--- config.mk ---
export PLATFORM = sky130hd
export DESIGN_NAME = sq_wave_div
export DESIGN_NICKNAME = d
export VERILOG_FILES = /design/src/rtl/sq_wave_div.sv
export SDC_FILE = /design/constraint.sdc
export NUM_CORES = 1
export LEC_CHECK = 0
export ABC_AREA = 1
export BUFFER_PORTS_ARGS = -buffer_cell sky130_fd_sc_hd__buf_2
export CAP_MARGIN = 20
export CORE_UTILIZATION = 45
export DETAILED_ROUTE_END_ITERATION = 8
export GPL_TIMING_DRIVEN = 0
export SETUP_SLACK_MARGIN = 0.5
export SLEW_MARGIN = 20
export SYNTH_ARGS = -nofsm -noshare
export SYNTH_HDL_FRONTEND = slang
export SYNTH_SLANG_ARGS = --single-unit
--- constraint.sdc ---
create_clock -name clk -period 3 [get_ports clk]
set_clock_uncertainty 0.1 [all_clocks]
set_input_delay 0.15 -clock clk [delete_from_list [all_inputs] [get_ports clk]]
set_output_delay 0.15 -clock clk [all_outputs]
set_load 0.05 [all_outputs]
--- src/rtl/sq_wave_div.sv ---
// Programmable square-wave divider: half-period updates via valid/ready, applied only at period edges.
// Optional completed-rise counter (cyc_cnt) is built when SQW_CYC_CNT_EN is defined.
module sq_wave_div #(
  parameter int CNT_W    = 16,
  parameter int DEF_HALF = 2
`ifdef SQW_CYC_CNT_EN
  ,
  parameter int CYC_W    = 32
`endif
) (
  input  logic             clk,
  input  logic             rst_n,
  input  logic             en,
  input  logic             cfg_valid,
  input  logic [CNT_W-1:0] cfg_half,
  output logic             cfg_ready,
  output logic             clk_out,
  output logic             rise_tick,
  output logic             fall_tick,
  output logic             busy
`ifdef SQW_CYC_CNT_EN
  ,
  output logic [CYC_W-1:0] cyc_cnt
`endif
);

  typedef enum logic [1:0] {IDLE, RUN_HI, RUN_LO} state_t;

  state_t           r_state;
  logic [CNT_W-1:0] r_cnt;
  logic [CNT_W-1:0] r_active_half;
  logic [CNT_W-1:0] r_pending_half;
  logic             r_pending;
  logic             r_cfg_ready;
  logic             r_clk_out;
  logic             r_rise;
  logic             r_fall;

  logic             w_accept;
  logic [CNT_W-1:0] w_half_in;
  logic             w_last;
  logic             w_rise_next;

  assign w_accept    = cfg_valid && r_cfg_ready;
  assign w_half_in   = (cfg_half == '0) ? CNT_W'(1) : cfg_half;
  assign w_last      = (r_cnt == r_active_half - CNT_W'(1));
  assign w_rise_next = en && ((r_state == IDLE) || (r_state == RUN_LO && w_last));

  always_ff @(posedge clk or negedge rst_n) begin
    if (!rst_n) begin
      r_state        <= IDLE;
      r_cnt          <= '0;
      r_active_half  <= CNT_W'(DEF_HALF);
      r_pending_half <= '0;
      r_pending      <= 1'b0;
      r_cfg_ready    <= 1'b1;
      r_clk_out      <= 1'b0;
      r_rise         <= 1'b0;
      r_fall         <= 1'b0;
    end else begin
      r_rise <= 1'b0;
      r_fall <= 1'b0;
      case (r_state)
        IDLE: begin
          if (w_accept) r_active_half <= w_half_in;
          if (en) begin
            r_state   <= RUN_HI;
            r_clk_out <= 1'b1;
            r_rise    <= 1'b1;
            r_cnt     <= '0;
          end
        end
        RUN_HI: begin
          if (w_last) begin
            r_state   <= RUN_LO;
            r_clk_out <= 1'b0;
            r_fall    <= 1'b1;
            r_cnt     <= '0;
          end else begin
            r_cnt <= r_cnt + CNT_W'(1);
          end
        end
        RUN_LO: begin
          if (w_last) begin
            r_cnt <= '0;
            // Pending value lands at the period boundary, whether we rise again or stop.
            if (r_pending) begin
              r_active_half <= r_pending_half;
              r_pending     <= 1'b0;
              r_cfg_ready   <= 1'b1;
            end
            if (en) begin
              r_state   <= RUN_HI;
              r_clk_out <= 1'b1;
              r_rise    <= 1'b1;
            end else begin
              r_state <= IDLE;
            end
          end else begin
            r_cnt <= r_cnt + CNT_W'(1);
          end
        end
        default: begin
          r_state   <= IDLE;
          r_clk_out <= 1'b0;
          r_cnt     <= '0;
        end
      endcase
      // Acceptance implies no pending value, so this never collides with the apply above.
      if (w_accept && r_state != IDLE) begin
        r_pending      <= 1'b1;
        r_pending_half <= w_half_in;
        r_cfg_ready    <= 1'b0;
      end
    end
  end

`ifdef SQW_CYC_CNT_EN
  logic [CYC_W-1:0] r_cyc_cnt;

  always_ff @(posedge clk or negedge rst_n) begin
    if (!rst_n) begin
      r_cyc_cnt <= '0;
    end else if (w_rise_next) begin
      r_cyc_cnt <= r_cyc_cnt + CYC_W'(1);
    end
  end

  assign cyc_cnt = r_cyc_cnt;
`else
  logic w_unused;
  assign w_unused = w_rise_next;
`endif

  assign cfg_ready = r_cfg_ready;
  assign clk_out   = r_clk_out;
  assign rise_tick = r_rise;
  assign fall_tick = r_fall;
  assign busy      = (r_state != IDLE);

endmodule

==> results of run 1 <==
metal layers:
layer	vias up	part of all wire	global-route usage
li1	1710	-	-
met3	14	0.025	0.03183
met2	55	0.45	0.3659
met5	-	0	0
met4	0	0.028	0.08995
met1	1568	0.49	0.3167
cell usage after synthesis, types with 2 or more instances:
library cell and n:
a21oi_1 4, dfstp_2 2, nor4_1 2, nand2_4 2, xnor2_1 4, buf_2 2
dfrtp_1 53, o22ai_1 7, and2_1 2, nand4_1 10, clkbuf_1 9, inv_1 63
nand3b_1 3, nand2_1 156, nor2_1 42, nand2_2 4, xor2_1 19, ha_1 7
o21ai_0 45, nor3_1 11, inv_2 3, nor2_4 3, nand3_1 45, nor2_2 3
power groups by stage:
stage / logic, W / clock network, W / registers (W)
final: 0.00214 / 0.000418 / 0.00122
after global routing: 0.00244 / 0.000451 / 0.00126
after CTS: 0.00192 / 0.000423 / 0.00122
after detailed placement: 0.00189 / 0 / 0.00124
after global placement: 0.00185 / 0 / 0.00123
after floorplan: 0.00143 / 0 / 0.00124
path summary, 6_finish.rpt:
check                                    end             start  slack (ns)
min in group asynchronous  r_pending_half[1]             rst_n        0.31
min                                rise_tick                en       0.008
max reg2reg                 r_active_half[5]  r_active_half[1]        0.60
min reg2reg                        cfg_ready         cfg_ready        0.38
max                         r_active_half[5]  r_active_half[1]        0.60
max in group asynchronous  r_active_half[11]             rst_n        2.01
kinds of logic (layout without fill, tap and decap cells):
group,after synthesis,after routing,synth area share
AO/OA/AOI/OAI,59,59,0.08759
XOR/XNOR,23,23,0.05596
adder cells (fa/ha/maj),7,7,0.02433
buffers and inverters,81,125,0.08863
flip-flops,55,55,0.3830
AND/OR/NAND/NOR,288,288,0.3604
worst max-delay path, stage by stage (launching register included):
cell and delay, ns:
dfstp_2 0.40, buf_4 0.13, nor2_2 0.13, nand2_2 0.13, o21ai_1 0.24, nand2_1 0.08
nand2_1 0.11, nand3_1 0.10, nor3_2 0.26, nand2_4 0.14, nand2_8 0.13, nand2_8 0.07
buf_6 0.15, nand2_1 0.05, nand2_1 0.05
through the flow:
stage               worst slack, ns  cells
global placement             0.4523    639
CTS                          0.5017    648
finish                       0.5993    659
detailed placement           0.4333    639
global route                 0.4240    659
floorplan                    0.8325    513
state kept, by name (all words and copies together) (netlist names):
name	flops
r_active_half	16
r_cnt	16
r_pending_half	16
r_state	2
cfg_ready	1
clk_out	1
fall_tick	1
r_pending	1
rise_tick	1
timing repair:
action,4_1_cts,5_1_grt
gates cloned,0,1
hold endpoints to repair,53,0
endpoints found under the setup margin,20,34
hold buffers,1,0
resized for setup,4,23
pin swaps,0,8
buffers inserted,0,10
final cells by class:
class	count	area, um2	share of cell area
plain buffers	14	78.83	0.01911
inverters	67	251.5	0.06096
flip-flops and latches	55	1379	0.3342
clock inverters	2	12.51	0.003033
clock buffers	6	72.57	0.01759
well taps	102	127.6	0.03094
repair buffers	36	222.7	0.05399
multi-input cells	377	1981	0.4801
==> results.ini, run 1 <==
[critical_path]
cp-start-kind=flip-flop
r2r_cells=14
cp-end-kind=flip-flop
worstSetupPathType=reg2reg
cp.required_ns=3.11
path_max_fanout=7
arrival_ns=2.51

[synthesis]
ys_seq_area_frac=0.3830
synth_fp_nets=540
yosysUniqueCellTypes=36
ys_seq_elements=55
ys_dominant_reg_cell=dfrtp_1
async_reset_ff_frac=1.000
synth_area_um2=3600
yosysTopAreaCell=dfrtp_1
synth_edf_count=0
synth.top_cell.area_share=0.3684
synth_warnings=0
synthCells=513
synth_area_per_cell_um2=7.017
synthTopCellsByArea=dfrtp_1 37%, nand2_1 16%, inv_1 6.6%

[floorplan]
die_x_um=91.44
die-area_um2=8361
start_util=0.4658
ios=25
rows=32
die_y_um=91.44
core_area_um2=7727

[timing]
hold_viol_final=0
timing.fmax_mhz=416.6
tns_ns=0
tightest_slew_ns=0.7007
fin_crit_sh=0.8002
finalSetupViolCount=0
max_slew_margin=0.5329
rsz0062_at_grt=true
hold_ws_ns=0.008268
slew_viol_final=0
period_needed_ns=2.401

[detailed_routing]
drtIter0Drc=135
wl_um=9120
via_per_inst=5.079
num_vias=3347
first_pass_iters=4
post-route-drc-count=0
wl_per_cell_um=13.84
ant_nets=0

[power]
power_per_cell_area_nw_per_um2=918.1
p_seq_frac=0.323
power_leakage_nw=2.051
p_comb_frac=0.566
swShare=0.4911
p_int_w=0.001927
p_clk_frac=0.110
p_switching_w=0.001860
peakVddDrop_mv=0.5047
p_total_w=0.003787

[final_layout]
syn2layout_area_growth_pct=14.60
antenna_cells=0
final_common_cell=nand2_1
nets=583
utilization=0.5338
drive_gt1_frac=0.1526
finalInstanceArea_um2=4125
mostFrequentLayoutCells=150 x nand2_1, 62 x inv_1, 53 x dfrtp_1
nFillCells=753

[clocking]
clock_latency_ns=0.32
ctsRootBufferMaster=clkbuf_8
htreeDepth=2
cts_tree=yes
cts.sinks=55
clk_pin_slew_ns=0.11
clockBufferDepth=2
numCtsBuffers=5

[global_route]
grt_overflow=0
first_global_vias=3262
grt_max_degree=56
grt_usage=0.2302
antenna_found_initial=0
grt_first_pass_wirelength_um=15250

[placed_design]
port_buffers=24
place.gp.congestion=0.8684
placed_area_um2=3850
hpwl_um=6803

[worst_hold_path]
min_delay_path_depth=3
worstHoldPathType=in2reg

[job]
drv_cap=0

[run_status]
status=completed

(Power assumes the default switching activity.)
==> inputs of run 2 (changes only) <==
Clock period 3 ns to 1.9 ns, I/O delays scaled along.
==> run 2 against run 1 <==
The flow now finishes with violations (setup timing); worst setup slack got worse by 1.0 ns; first-iteration DRC count increased by 20%; core utilization increased by 8.5 points; fmax increased by 4.4%; global-route usage increased by 1.6 points; die area unchanged; register-to-register slack got worse by 1.0 ns; highest routed layer unchanged.
==> results.ini, run 2 (synthesis results as in run 1) <==
[run_status]
status=complete, but fails checks  ; was completed
violations=setup timing

[detailed_routing]
wl_um=9800  ; was 9120 um
num_vias=3512  ; was 3347
drtIter0Drc=162  ; was 135
first_pass_iters=5  ; was 4
ant_nets=0  ; unchanged
via_per_inst=5.053  ; was 5.079
post-route-drc-count=0  ; unchanged
wl_per_cell_um=14.10  ; was 13.84 um

[power]
p_int_w=0.003629  ; was 0.001927 W
p_total_w=0.006947  ; was 0.003787 W
p_switching_w=0.003318  ; was 0.001860 W
p_comb_frac=0.618  ; was 0.566
power_per_cell_area_nw_per_um2=1453  ; was 918.1 nW/um2
swShare=0.4777  ; was 0.4911
p_clk_frac=0.098  ; was 0.110
p_seq_frac=0.284  ; was 0.323
peakVddDrop_mv=0.7767  ; was 0.5047 mV
power_leakage_nw=2.313  ; was 2.051 nW

[placed_design]
hpwl_um=6870  ; was 6803 um
port_buffers=24  ; unchanged
place.gp.congestion=0.9003  ; was 0.8684
place_ws_ns=-0.5309  ; was 0.4333 ns

[clocking]
ctsRootBufferMaster=clkbuf_8  ; unchanged
numCtsBuffers=5  ; unchanged
clock_latency_ns=0.31  ; was 0.32 ns
clockBufferDepth=2  ; unchanged
cts_tree=yes  ; unchanged
clk_pin_slew_ns=0.10  ; was 0.11 ns
cts.sinks=55  ; unchanged
htreeDepth=2  ; unchanged

[global_route]
grt_usage=0.2462  ; was 0.2302
grt_overflow=0  ; unchanged
grt_max_degree=56  ; unchanged
antenna_found_initial=0  ; unchanged
grt_first_pass_wirelength_um=16210  ; was 15250 um
first_global_vias=3309  ; was 3262

[critical_path]
max_stage_delay_ns=0.57  ; was 0.40 ns
worstSetupPathType=reg2reg  ; unchanged
ff2ff_setup_slack_ns=-0.40  ; was 0.60 ns
crit_path_top_delay_cell=dfstp_2  ; unchanged
cpMostUsedCell=nor2_4  ; was nand2_1
r2r_end=r_cnt[13]  ; was r_active_half[5]
cp-start-kind=flip-flop  ; unchanged
cp.required_ns=1.99  ; was 3.11 ns
worst-path-buf-inv=3  ; was 2
arrival_ns=2.39  ; was 2.51 ns
cp_top_family=simple AND/OR/NAND/NOR gates  ; unchanged
r2r_cells=14  ; unchanged
cp-end-kind=flip-flop  ; unchanged
timing.rr.start=r_active_half[1]  ; unchanged
crit_chain=inv_2 > ha_4 > nand3_4 > nor2_4 > nand3b_1 > nand2_2 > buf_4 > nor2_4 > nand3_2 > nor2_4 > nand2_4 > nand2_4 > buf_6 > o22ai_2  ; was buf_4 > nor2_2 > nand2_2 > o21ai_1 > nand2_1 > nand2_1 > nand3_1 > nor3_2 > nand2_4 > nand2_8 > nand2_8 > buf_6 > nand2_1 > nand2_1
path_max_fanout=5  ; was 7

[timing]
tns_ns=-13.73  ; was 0 ns
timing.fmax_mhz=434.8  ; was 416.6 MHz
rsz0062_at_grt=true  ; unchanged
finalSetupViolCount=39  ; was 0
tightest_slew_ns=0.7288  ; was 0.7007 ns
layout_setup_ws_ns=-0.4002  ; was 0.5993 ns
hold_viol_final=0  ; unchanged
max_slew_margin=0.5141  ; was 0.5329
period_needed_ns=2.300  ; was 2.401 ns
fin_crit_sh=1.211  ; was 0.8002
slew_viol_final=0  ; unchanged

[floorplan]
die_x_um=91.44  ; unchanged
ios=25  ; unchanged
die-area_um2=8361  ; unchanged
die_y_um=91.44  ; unchanged
core_area_um2=7727  ; unchanged
rows=32  ; unchanged
start_util=0.4658  ; unchanged

[final_layout]
nFillCells=699  ; was 753
final_common_cell=nand2_1  ; unchanged
mostFrequentLayoutCells=127 x nand2_1, 58 x inv_1, 49 x dfrtp_1  ; was 150 x nand2_1, 62 x inv_1, 53 x dfrtp_1
drive_gt1_frac=0.2917  ; was 0.1526
top_regs=r_active_half (16), r_cnt (16), r_pending_half (16)  ; unchanged
antenna_cells=0  ; unchanged
syn2layout_area_growth_pct=32.85  ; was 14.60%
nets=619  ; was 583

[job]
drv_cap=0  ; unchanged

[worst_hold_path]
min_from=cfg_half[0]  ; was en
min_delay_path_depth=4  ; was 3
worstHoldPathType=in2reg  ; unchanged
holdPathEnd=r_pending_half[0]  ; was rise_tick

## run 2: changes by cell type in the layout (fill, tap and decap cells not counted), sizes merged
cell         before  now
buf              39   61
clkbuf           16   15
dlygate4sd3       1   17
inv              66   65
## run 2: timing repair
| item | CTS | global route |
|---|---|---|
| pin swaps | 20 | 24 |
| hold buffers | 17 | 0 |
| setup endpoints to repair | 55 | 56 |
| gates resized for setup | 57 | 46 |
| setup buffers | 20 | 9 |
| cloned | 2 | 0 |
| hold endpoints to repair | 73 | 0 |
## run 2: worst max-delay path by stage
| stage | to | from | slack, ns | cells after the start |
|---|---|---|---|---|
| detailed placement | r_active_half[5] | r_state[0] | -0.53 | 9 |
| floorplan | r_active_half[5] | r_active_half[0] | -0.22 | 13 |
| global placement | r_active_half[5] | r_active_half[0] | -0.50 | 13 |
| CTS | r_active_half[5] | r_active_half[1] | -0.34 | 16 |
| global route | r_active_half[8] | r_active_half[8] | -0.57 | 15 |
| finish | r_cnt[13] | r_active_half[1] | -0.40 | 14 |
## run 2: power groups by stage
stage / logic (W) / registers (W) / clock network [W]
detailed placement: 0.00324 / 0.00196 / 0
floorplan: 0.00250 / 0.00197 / 0
finish: 0.00429 / 0.00197 / 0.000683
CTS: 0.00392 / 0.00196 / 0.000695
global route: 0.00475 / 0.00202 / 0.000744
global placement: 0.00317 / 0.00195 / 0
## run 2: tightest hold or removal path: cells and delay by family
family	cells	cell delay, ns
AOI/OAI and AO/OA	2	0.20
and+or+nand+nor	1	0.05
buffers and inverters	1	0.09
## run 2: per-stage QoR
| step | area [um2] | util | instances | hold WS, ns |
|---|---|---|---|---|
| CTS | 4557 | 0.5897 | 686 | 0.03512 |
| global placement | 3950 | 0.5112 | 639 | 0.2677 |
| floorplan | 3702 | - | 513 | -0.3006 |
| global route | 4782 | 0.6188 | 695 | 0.04032 |
| finish | 4782 | 0.6188 | 695 | 0.04910 |
| detailed placement | 3953 | 0.5115 | 639 | 0.1025 |
## run 2: area by class of cell
type / instances / area [um2] / share of cell area
plain buffers: 14 / 123.9 / 0.02590
clock buffers: 7 / 86.33 / 0.01805
clock inverters: 1 / 5.005 / 0.001047
repair buffers: 72 / 565.5 / 0.1183
flip-flops and latches: 55 / 1384 / 0.2894
well taps: 102 / 127.6 / 0.02669
multi-input cells: 377 / 2231 / 0.4665
inverters: 67 / 259.0 / 0.05416
## run 2: per-layer routing
metal	GRT usage	part of all wire	up-vias	wire [um]
li1	-	-	1789	-
met1	0.3386	0.47	1626	4642
met2	0.4098	0.47	82	4651
met3	0.03015	0.036	15	351
met4	0.06217	0.016	0	155
met5	0	0	-	0
==> inputs of run 3 (changes only) <==
Settings changed: CTS_BUF_LIST from default to sky130_fd_sc_hd__clkbuf_4.
==> run 3 against run 2 <==
Final cell count rose by 0.58%; clock power fell by 25%; highest routed layer unchanged; worst hold slack improved by 0.039 ns; first-iteration DRC count rose by 14%; sequential share of layout area fell by 0.098 points; register-to-register slack barely moved; total power fell by 1.2%; the run still ends with setup timing left; critical path depth did not move; sequential power barely moved; fmax fell by 0.37%; via count rose by 0.57%; wire length rose by 1.3%.
==> results.ini, run 3 (synthesis results as in run 1) <==
[run_status]
status=complete, but fails checks  ; unchanged
violations=setup timing  ; unchanged

[floorplan]
die-area_um2=8361  ; unchanged
core_area_um2=7727  ; unchanged
die_x_um=91.44  ; unchanged
start_util=0.4658  ; unchanged
ios=25  ; unchanged
rows=32  ; unchanged
die_y_um=91.44  ; unchanged

[timing]
max_slew_margin=0.5110  ; was 0.5141
rsz0062_at_grt=true  ; unchanged
hold_viol_final=0  ; unchanged
tightest_slew_ns=0.7335  ; was 0.7288 ns
slew_viol_final=0  ; unchanged
layout_setup_ws_ns=-0.4088  ; was -0.4002 ns
timing.fmax_mhz=433.1  ; was 434.8 MHz
finalSetupViolCount=39  ; unchanged
tns_ns=-14.10  ; was -13.73 ns
period_needed_ns=2.309  ; was 2.300 ns
fin_crit_sh=1.215  ; was 1.211

[final_layout]
finalInstanceArea_um2=4798  ; was 4782 um2
drive_gt1_frac=0.2998  ; was 0.2917
syn2layout_area_growth_pct=33.30  ; was 32.85%
mostFrequentLayoutCells=127 x nand2_1, 58 x inv_1, 49 x dfrtp_1  ; unchanged
final_common_cell=nand2_1  ; unchanged
nets=623  ; was 619
top_regs=r_active_half (16), r_cnt (16), r_pending_half (16)  ; unchanged
antenna_cells=0  ; unchanged

[global_route]
grt_max_degree=56  ; unchanged
grt_first_pass_wirelength_um=16370  ; was 16210 um
first_global_vias=3368  ; was 3309
grt_overflow=0  ; unchanged
antenna_found_initial=0  ; unchanged
grt_usage=0.2462  ; about the same

[power]
power_per_cell_area_nw_per_um2=1430  ; was 1453 nW/um2
peakVddDrop_mv=0.7766  ; was 0.7767 mV
power_leakage_nw=2.317  ; was 2.313 nW

[placed_design]
place_ws_ns=-0.5309  ; unchanged
placed_area_um2=3953  ; unchanged
port_buffers=24  ; unchanged
place.gp.congestion=0.9003  ; unchanged
hpwl_um=6870  ; unchanged

[detailed_routing]
wl_um=9926  ; was 9800 um
wl_per_cell_um=14.20  ; was 14.10 um
post-route-drc-count=0  ; unchanged
num_vias=3532  ; was 3512
ant_nets=0  ; unchanged
first_pass_iters=6  ; was 5
drtIter0Drc=185  ; was 162
via_per_inst=5.053  ; about the same

[critical_path]
cp.required_ns=2.06  ; was 1.99 ns
cp-end-kind=flip-flop  ; unchanged
worstSetupPathType=reg2reg  ; unchanged
path_max_fanout=5  ; unchanged
arrival_ns=2.46  ; was 2.39 ns
cp-start-kind=flip-flop  ; unchanged

[clocking]
ctsRootBufferMaster=clkbuf_4  ; was clkbuf_8
htreeDepth=2  ; unchanged
clk_pin_slew_ns=0.15  ; was 0.10 ns
numCtsBuffers=5  ; unchanged
cts.sinks=55  ; unchanged
cts_tree=yes  ; unchanged
clockBufferDepth=2  ; unchanged
clock_latency_ns=0.37  ; was 0.31 ns

[worst_hold_path]
worstHoldPathType=in2reg  ; unchanged

[job]
drv_cap=0  ; unchanged

[run 3: cell types whose count changed in the layout (fill, tap and decap cells not counted), sizes merged]
cell         previous run  this run
buf                    61        63
clkinv                  2         3
dlygate4sd3            17        18
[run 3: per-stage QoR]
| stage | total power (W) | hold slack, ns | utilization | instances |
|---|---|---|---|---|
| 6_report | 0.006863 | 0.08840 | 0.6210 | 699 |
| 5_1_grt | 0.007444 | 0.1310 | 0.6210 | 699 |
| 4_1_cts | 0.006411 | 0.06920 | 0.5865 | 687 |
| 3_5_place_dp | 0.005206 | 0.1025 | 0.5115 | 639 |
| 3_3_place_gp | 0.005126 | 0.2677 | 0.5112 | 639 |
| 2_1_floorplan | 0.004464 | -0.3006 | - | 513 |
[run 3: final timing paths]
path / startpoint / slack [ns] / to / depth (start not counted)
worst max-delay path: r_active_half[1] / -0.41 / r_cnt[5] / 14
worst min-delay path: cfg_half[15] / 0.09 / r_active_half[15] / 5
worst max register to register: r_active_half[1] / -0.41 / r_cnt[5] / 14
worst min register to register: cfg_ready / 0.39 / cfg_ready / 2
max in group asynchronous: rst_n / 0.96 / r_active_half[4] / 2
min in group asynchronous: rst_n / 0.22 / r_pending_half[6] / 2
[run 3: worst max-delay path: stages, from the launching register on]
cell,delay [ns]
dfstp_2,0.59
inv_2,0.06
ha_4,0.17
nand3_4,0.12
nor2_4,0.07
nand3b_1,0.13
nand2_2,0.09
buf_4,0.14
nor2_4,0.09
nand3_2,0.09
nor2_4,0.18
nand2_4,0.10
nand2_4,0.09
buf_6,0.14
o22ai_2,0.06
[run 3: area by class of cell]
cell class / instances / area, um2
sequential: 55 / 1384
tap: 102 / 127.6
multi-input combinational: 377 / 2233
inverter: 67 / 261.5
timing repair buffer: 76 / 614.3
clock buffer: 6 / 45.04
buffer: 14 / 123.9
fill: 701 / 2929
clock inverter: 2 / 8.758
[run 3: metal layers]
layer	up-vias	global-route usage	routed length, um
met3	14	0.02848	352
met2	86	0.4117	4757
met1	1633	0.3395	4667
li1	1799	-	-
met4	0	0.05952	147
met5	-	0	0
[run 3: what timing repair did]
item	in CTS	in global routing
cloned	2	1
setup endpoints to repair	56	56
endpoints found under the hold margin	78	0
buffers inserted	20	11
hold buffers	18	0
pin swaps	19	24
gates resized for setup	57	48
[run 3: report_power, final]
group	internal (W)	switching, W
clock network	0.000155	0.000358
logic	0.00180	0.00257
registers	0.00159	0.000385
total	0.00355	0.00332
